$ cat config.mk
export PLATFORM = sky130hd
export DESIGN_NAME = mic_frame_aligner
export DESIGN_NICKNAME = d
export VERILOG_FILES = /design/src/rtl/mic_array_pkg.sv /design/src/rtl/mic_sample_bank.sv /design/src/rtl/mic_frame_aligner.sv
export SDC_FILE = /design/constraint.sdc
export NUM_CORES = 1
export LEC_CHECK = 0
export BUFFER_PORTS_ARGS = -buffer_cell sky130_fd_sc_hd__buf_2
export CORE_MARGIN = 10
export CORE_UTILIZATION = 65
export CTS_BUF_LIST = sky130_fd_sc_hd__clkbuf_4
export DETAILED_ROUTE_END_ITERATION = 12
export GPL_TIMING_DRIVEN = 0
export HOLD_SLACK_MARGIN = 0.05
export PLACE_DENSITY = 0.88
export SYNTH_ARGS = -nofsm -noshare
export SYNTH_HDL_FRONTEND = slang
export SYNTH_SLANG_ARGS = --single-unit
$ cat constraint.sdc
create_clock -name clk_mic -period 9 [get_ports clk_mic]
set_clock_uncertainty 0.15 [all_clocks]
set_input_delay 2.7 -clock clk_mic [delete_from_list [all_inputs] [get_ports clk_mic]]
set_output_delay 2.7 -clock clk_mic [all_outputs]
set_load 0.03 [all_outputs]
$ cat src/rtl/mic_array_pkg.sv
// rtl/mic_array_pkg.sv - shared constants and state encoding for the mic frame aligner
package mic_array_pkg;

    localparam int NUM_MIC   = 8;
    localparam int DATAWIDTH = 24;
    localparam int TIMEOUT   = 48;
    localparam int CHAN_W    = $clog2(NUM_MIC);

    typedef enum logic [1:0] {
        IDLE    = 2'd0,
        COLLECT = 2'd1,
        DRAIN   = 2'd2
    } state_e;

endpackage

$ cat src/rtl/mic_sample_bank.sv
// rtl/mic_sample_bank.sv - one frame of per-channel samples with capture mask
module mic_sample_bank #(
    parameter int NUM_MIC   = 8,
    parameter int DATAWIDTH = 24,
    parameter int CHAN_W    = 3
) (
    input  logic                           clk_i,
    input  logic                           rst_i,
    input  logic                           clear_i,
    input  logic                           zero_fill_i,
    input  logic [NUM_MIC-1:0]             cap_i,
    input  logic [NUM_MIC*DATAWIDTH-1:0]   data_i,
    input  logic [CHAN_W-1:0]              rd_idx_i,
    output logic [DATAWIDTH-1:0]           rd_data_o,
    output logic                           full_o,
    output logic                           any_o,
    output logic [NUM_MIC-1:0]             ovr_o
);

    logic [NUM_MIC-1:0][DATAWIDTH-1:0] sample_q;
    logic [NUM_MIC-1:0]                mask_q;
    logic [NUM_MIC-1:0]                mask_d;
    logic [NUM_MIC-1:0]                take;

    // First sample per channel wins; full/any look ahead to include this edge's captures
    always_comb begin
        take   = cap_i & ~mask_q;
        ovr_o  = cap_i & mask_q;
        mask_d = mask_q | cap_i;
        full_o = &mask_d;
        any_o  = |mask_d;
    end

    // Sample and mask registers; zero fill closes the frame with missing channels at 0
    always_ff @(posedge clk_i) begin
        if (rst_i || clear_i) begin
            mask_q   <= '0;
            sample_q <= '0;
        end else begin
            mask_q <= zero_fill_i ? '1 : mask_d;
            for (int i = 0; i < NUM_MIC; i++) begin
                if (take[i]) begin
                    sample_q[i] <= data_i[i*DATAWIDTH +: DATAWIDTH];
                end else if (zero_fill_i && !mask_q[i]) begin
                    sample_q[i] <= '0;
                end
            end
        end
    end

    assign rd_data_o = sample_q[rd_idx_i];

endmodule

$ cat src/rtl/mic_frame_aligner.sv
// rtl/mic_frame_aligner.sv - aligns per-mic samples into frames and streams them out
module mic_frame_aligner #(
    parameter int   NUM_MIC   = mic_array_pkg::NUM_MIC,
    parameter int   DATAWIDTH = mic_array_pkg::DATAWIDTH,
    parameter int   TIMEOUT   = mic_array_pkg::TIMEOUT,
    localparam int  CHAN_W    = $clog2(NUM_MIC)
) (
    input  logic                          clk_mic,
    input  logic                          rst_mic,
    input  logic [NUM_MIC*DATAWIDTH-1:0]  mic_data,
    input  logic [NUM_MIC-1:0]            mic_valid,
    output logic [DATAWIDTH-1:0]          out_data,
    output logic [CHAN_W-1:0]             out_chan,
    output logic                          out_last,
    output logic                          out_valid,
    input  logic                          out_ready,
    output logic [15:0]                   frame_cnt,
    output logic                          err_timeout,
    output logic                          err_overrun
);

    localparam int TIMER_W = $clog2(TIMEOUT + 1);

    mic_array_pkg::state_e state_q, state_d;
    logic                  bank_sel_q, bank_sel_d;
    logic [TIMER_W-1:0]    timer_q, timer_d;
    logic [CHAN_W-1:0]     idx_q, idx_d;
    logic [15:0]           frame_cnt_q, frame_cnt_d;
    logic                  err_timeout_q, err_timeout_d;
    logic                  err_overrun_q, err_overrun_d;

    logic                  swap, zero_fill, wr_sel;
    logic                  wr_full, wr_any;
    logic [NUM_MIC-1:0]    wr_ovr;
    logic [NUM_MIC-1:0]    cap0, cap1, ovr0, ovr1;
    logic                  full0, full1, any0, any1;
    logic [DATAWIDTH-1:0]  rd0, rd1;

    // Captures go to the active bank while collecting, to the pending bank while draining
    always_comb begin
        wr_sel  = (state_q == mic_array_pkg::DRAIN) ? ~bank_sel_q : bank_sel_q;
        cap0    = wr_sel ? '0 : mic_valid;
        cap1    = wr_sel ? mic_valid : '0;
        wr_full = wr_sel ? full1 : full0;
        wr_any  = wr_sel ? any1 : any0;
        wr_ovr  = wr_sel ? ovr1 : ovr0;
    end

    mic_sample_bank #(.NUM_MIC(NUM_MIC), .DATAWIDTH(DATAWIDTH), .CHAN_W(CHAN_W)) u_bank0 (
        .clk_i       (clk_mic),
        .rst_i       (rst_mic),
        .clear_i     (swap && !bank_sel_q),
        .zero_fill_i (zero_fill && !bank_sel_q),
        .cap_i       (cap0),
        .data_i      (mic_data),
        .rd_idx_i    (idx_q),
        .rd_data_o   (rd0),
        .full_o      (full0),
        .any_o       (any0),
        .ovr_o       (ovr0)
    );

    mic_sample_bank #(.NUM_MIC(NUM_MIC), .DATAWIDTH(DATAWIDTH), .CHAN_W(CHAN_W)) u_bank1 (
        .clk_i       (clk_mic),
        .rst_i       (rst_mic),
        .clear_i     (swap && bank_sel_q),
        .zero_fill_i (zero_fill && bank_sel_q),
        .cap_i       (cap1),
        .data_i      (mic_data),
        .rd_idx_i    (idx_q),
        .rd_data_o   (rd1),
        .full_o      (full1),
        .any_o       (any1),
        .ovr_o       (ovr1)
    );

    // Next-state logic: collect until full or timed out, drain, then swap banks
    always_comb begin
        state_d       = state_q;
        bank_sel_d    = bank_sel_q;
        timer_d       = timer_q;
        idx_d         = idx_q;
        frame_cnt_d   = frame_cnt_q;
        swap          = 1'b0;
        zero_fill     = 1'b0;
        err_timeout_d = 1'b0;
        err_overrun_d = |wr_ovr;
        case (state_q)
            mic_array_pkg::IDLE: begin
                timer_d = '0;
                if (wr_full) begin
                    state_d = mic_array_pkg::DRAIN;
                end else if (wr_any) begin
                    state_d = mic_array_pkg::COLLECT;
                end
            end
            mic_array_pkg::COLLECT: begin
                timer_d = timer_q + 1'b1;
                if (wr_full) begin
                    state_d = mic_array_pkg::DRAIN;
                    timer_d = '0;
                end else if (timer_q == TIMER_W'(TIMEOUT - 1)) begin
                    zero_fill     = 1'b1;
                    err_timeout_d = 1'b1;
                    state_d       = mic_array_pkg::DRAIN;
                    timer_d       = '0;
                end
            end
            mic_array_pkg::DRAIN: begin
                if (out_ready) begin
                    if (idx_q == CHAN_W'(NUM_MIC - 1)) begin
                        idx_d       = '0;
                        swap        = 1'b1;
                        bank_sel_d  = ~bank_sel_q;
                        frame_cnt_d = frame_cnt_q + 16'd1;
                        timer_d     = '0;
                        if (wr_full) begin
                            state_d = mic_array_pkg::DRAIN;
                        end else if (wr_any) begin
                            state_d = mic_array_pkg::COLLECT;
                        end else begin
                            state_d = mic_array_pkg::IDLE;
                        end
                    end else begin
                        idx_d = idx_q + 1'b1;
                    end
                end
            end
            default: begin
                state_d = mic_array_pkg::IDLE;
            end
        endcase
    end

    // Control registers
    always_ff @(posedge clk_mic) begin
        if (rst_mic) begin
            state_q       <= mic_array_pkg::IDLE;
            bank_sel_q    <= 1'b0;
            timer_q       <= '0;
            idx_q         <= '0;
            frame_cnt_q   <= '0;
            err_timeout_q <= 1'b0;
            err_overrun_q <= 1'b0;
        end else begin
            state_q       <= state_d;
            bank_sel_q    <= bank_sel_d;
            timer_q       <= timer_d;
            idx_q         <= idx_d;
            frame_cnt_q   <= frame_cnt_d;
            err_timeout_q <= err_timeout_d;
            err_overrun_q <= err_overrun_d;
        end
    end

    assign out_valid   = (state_q == mic_array_pkg::DRAIN);
    assign out_chan    = idx_q;
    assign out_last    = out_valid && (idx_q == CHAN_W'(NUM_MIC - 1));
    assign out_data    = out_valid ? (bank_sel_q ? rd1 : rd0) : '0;
    assign frame_cnt   = frame_cnt_q;
    assign err_timeout = err_timeout_q;
    assign err_overrun = err_overrun_q;

endmodule
==> reports/metrics.csv <==
metric,value,unit
Relative slew margins,11.6,%
Main synth FF type,dfxtp_1,
sequential fraction of the synthesis area,43.4,%
top-count cell post-synth,dfxtp_1,
Worst-Margin Slew,1320,ps
DP HPWL,55.0,mm
first-pass GRT wire length,111,mm
clk_lat worst skew,800,ps
finished layout cell area,22900,µm²
Num CTS Buffers,109,
yosys warns,0,
crit path DAT,4570,ps
antenna violations before repair,5,
Synth Register Bits,430,
# IOs,250,
Pleak,9.84,nW
Die X,195,µm
Port Buffers,245,
metal3 WL,10.3,mm
# fillers,2082,
cell row count,63,
WL met2,34.1,mm
number of max-cap violations,0,
Final period util,82.4,%
R2R cell count,11,
synthesized instance count,1973,
Yosys top cell by area,dfxtp_1,
post-synthesis cell type count,62,
CTS tree,built,
Clock Path Buffers,3,
CP bufs+invs,4,
crit path cell chain,clkbuf_1 > buf_2 > buf_1 > mux4_2 > mux4_2 > and2_1 > buf_2,
Synth Area in Simple Gates,11.6,%
starting density of the core,66.4,%
Synth Area per Inst,10.1,µm²
Synth Area in Adders,0.252,%
setup_tns,0,ps
synthesized cell area,19800,µm²
outcome,completed,
WL/cell,26.6,µm
worst hold start,u_bank1.sample_q[60],
Worst-path clk slew,60,ps
CTS Root Cell,clkbuf_4,
"Slew Viols, Final",0,
multi-input logic area,10300,µm²
Max stage delay on crit path,910,ps
vias in the first global route,19200,
Critical R2R Capture,u_bank0.sample_q[117],
XOR/XNOR Fraction of Synth Area,0.605,%
Reg2Reg Setup Slack,4970,ps
area post-placement,21600,µm²
# hold bufs at CTS,0,
nature of the critical path endpoint,output pin,
Remaining DRCs,0,
top achievable clock speed,0.135,GHz
Die Span Y,195,µm
CP max FO,10,
Synth top area share,43.4,%
reg2reg start,state_q[0],
"EDFF count, synth",0,
RSZ-0062 raised after global routing,false,
leading post-synthesis cells by cell area,"dfxtp_1, mux4_2, a22o_1",
CP top delay family,buffers and inverters,
initial DRC count,2808,
Highest Signal Layer,met5,
share of cells above drive strength 1,24.3,%
Pre-antenna DRT Iters,8,
final hold vios,0,
Hold EP,u_bank1.sample_q[60],
Seq. cell area,8610,µm²
Final Net Count,2537,
crit path kind,register to output pin,
final non-filler cell total,2790,
Hold Path Stages,2,
P per Cell Area,178,nW/µm²
die footprint,37900,µm²
CP startpoint kind,register,
PnR Total Power,4.08,mW
detailed-routing wirelength on met1,26.5,mm
antenna-violating nets left,0,
"Setup Fix Bufs, Post-CTS",0,
Total Wirelength,74.2,mm
Final GP Congestion,1.01,
Hold/Removal Path Class,register to register,
Post-CTS Resized,0,
Total GRT Usage,37.2,%
Vias/cell,7.01,
synth cell count leaders,"dfxtp_1, nand2_1, a21oi_1",
area delta synth->final,15.3,%
Compound-Gate Fraction of Synth Area,25.6,%
worst path required time,6150,ps
Max VDD drop,0.146,mV
mux share of post-synthesis cell area,14.0,%
hold slack,319,ps
Core Box Area,29900,µm²
Mapped Nets,2180,
largest net degree at the start of global routing,15,
number of instances in the placed design,2608,
GRT overflow,0,
crit path max-delay cell type,buf_1,
final setup violation count,0,
crit path time final,7420,ps
ys async rst share,0,%
clock sinks,430,
vias,19600,
H-Tree Level Count,3,
largest family of logic cells by synthesized area,compound AO/OA/AOI/OAI gates,
## worst min-delay path: cells and delay by family, from the launching register on
| family | cells | cell delay [ps] |
|---|---|---|
| DFF | 1 | 320 |
| AOI/OAI and AO/OA | 1 | 50 |
| and+or+nand+nor | 1 | 60 |
## kinds of logic after synthesis
family,Yosys count
muxes,126
buffers and inverters,206
AOI/OAI and AO/OA,660
and+or+nand+nor,535
DFF,430
xor gates and xnor gates,12
adders and majority gates,4
## power by group
| part | switching [mW] | total (mW) | internal, mW | leakage, nW |
|---|---|---|---|---|
| Combinational | 0.248 | 0.408 | 0.160 | 5.56 |
| Sequential | 0.0581 | 2.04 | 1.98 | 3.50 |
| Clock | 0.807 | 1.63 | 0.822 | 0.781 |
| Total | 1.11 | 4.08 | 2.97 | 9.84 |
## final cells by class
cell class	instances	share of cell area, %
diodes	4	0.0437
plain buffers	201	3.92
clock buffers	158	5.18
clock inverters	19	0.470
inverters	5	0.0820
multi-input cells	1337	45.2
flip-flops and latches	430	37.6
well taps	390	2.13
repair buffers	246	5.38
## state kept, by name, summed over array words and instances, names as in the netlist
register and count:
u_bank0.mask_q 8, u_bank1.sample_q 192, frame_cnt 16, out_chan 3
err_timeout 1, u_bank0.sample_q 192, err_overrun 1, timer_q 6
state_q 2, u_bank1.mask_q 8, bank_sel_q 1
## per-stage QoR
step	util [%]	worst slack, ps
global placement	72.2	2460
finish	76.6	1580
CTS	76.5	1610
floorplan	-	3260
detailed placement	72.2	2450
global route	76.6	1430
## layer usage
| metal | track usage, % | vias up |
|---|---|---|
| met3 | 11.2 | 284 |
| met5 | 1.72 | - |
| met2 | 58.6 | 1633 |
| met1 | 45.7 | 9301 |
| met4 | 17.6 | 4 |
| li1 | - | 8331 |
## worst max path at each step
stage | from | to | slack [ps] | cells past startpoint
2_1_floorplan | out_chan[0] | out_data[10] | 3260 | 6
6_report | out_chan[0] | out_data[12] | 1580 | 7
3_5_place_dp | out_chan[0] | out_data[11] | 2450 | 7
5_1_grt | out_chan[0] | out_data[12] | 1430 | 7
3_3_place_gp | out_chan[0] | out_data[11] | 2460 | 7
4_1_cts | out_chan[0] | out_data[11] | 1610 | 7
## placed cells by master, fill, tap and decap left out, types with 3 or more instances in the layout
cell	synthesis	final
nor3b_1	9	7
mux2_2	3	3
buf_4	5	5
nor2_1	31	31
and3_1	5	5
or3_1	6	6
nor4bb_1	3	3
a211oi_1	4	4
dfxtp_1	430	430
clkbuf_4	0	158
buf_2	18	264
clkinv_2	0	4
nor3_1	9	9
nand3_1	8	8
a22oi_1	4	4
nor4_1	4	4
a22o_1	194	194
xor2_1	7	7
o31ai_1	8	7
xnor2_1	3	3
a21oi_1	203	203
a31oi_1	4	4
a32oi_1	26	26
mux4_2	120	120
nand2_1	401	401
buf_6	12	12
o21ai_0	25	25
clkbuf_1	154	154
and2_1	33	33
buf_1	11	11
o21ai_1	4	4
inv_1	3	3
a41o_1	168	168
ha_1	4	4
clkinv_1	0	13
nand2b_1	8	8
nand4_1	6	6
o31a_1	5	5
diode_2	0	4
(Power assumes the default switching activity.)
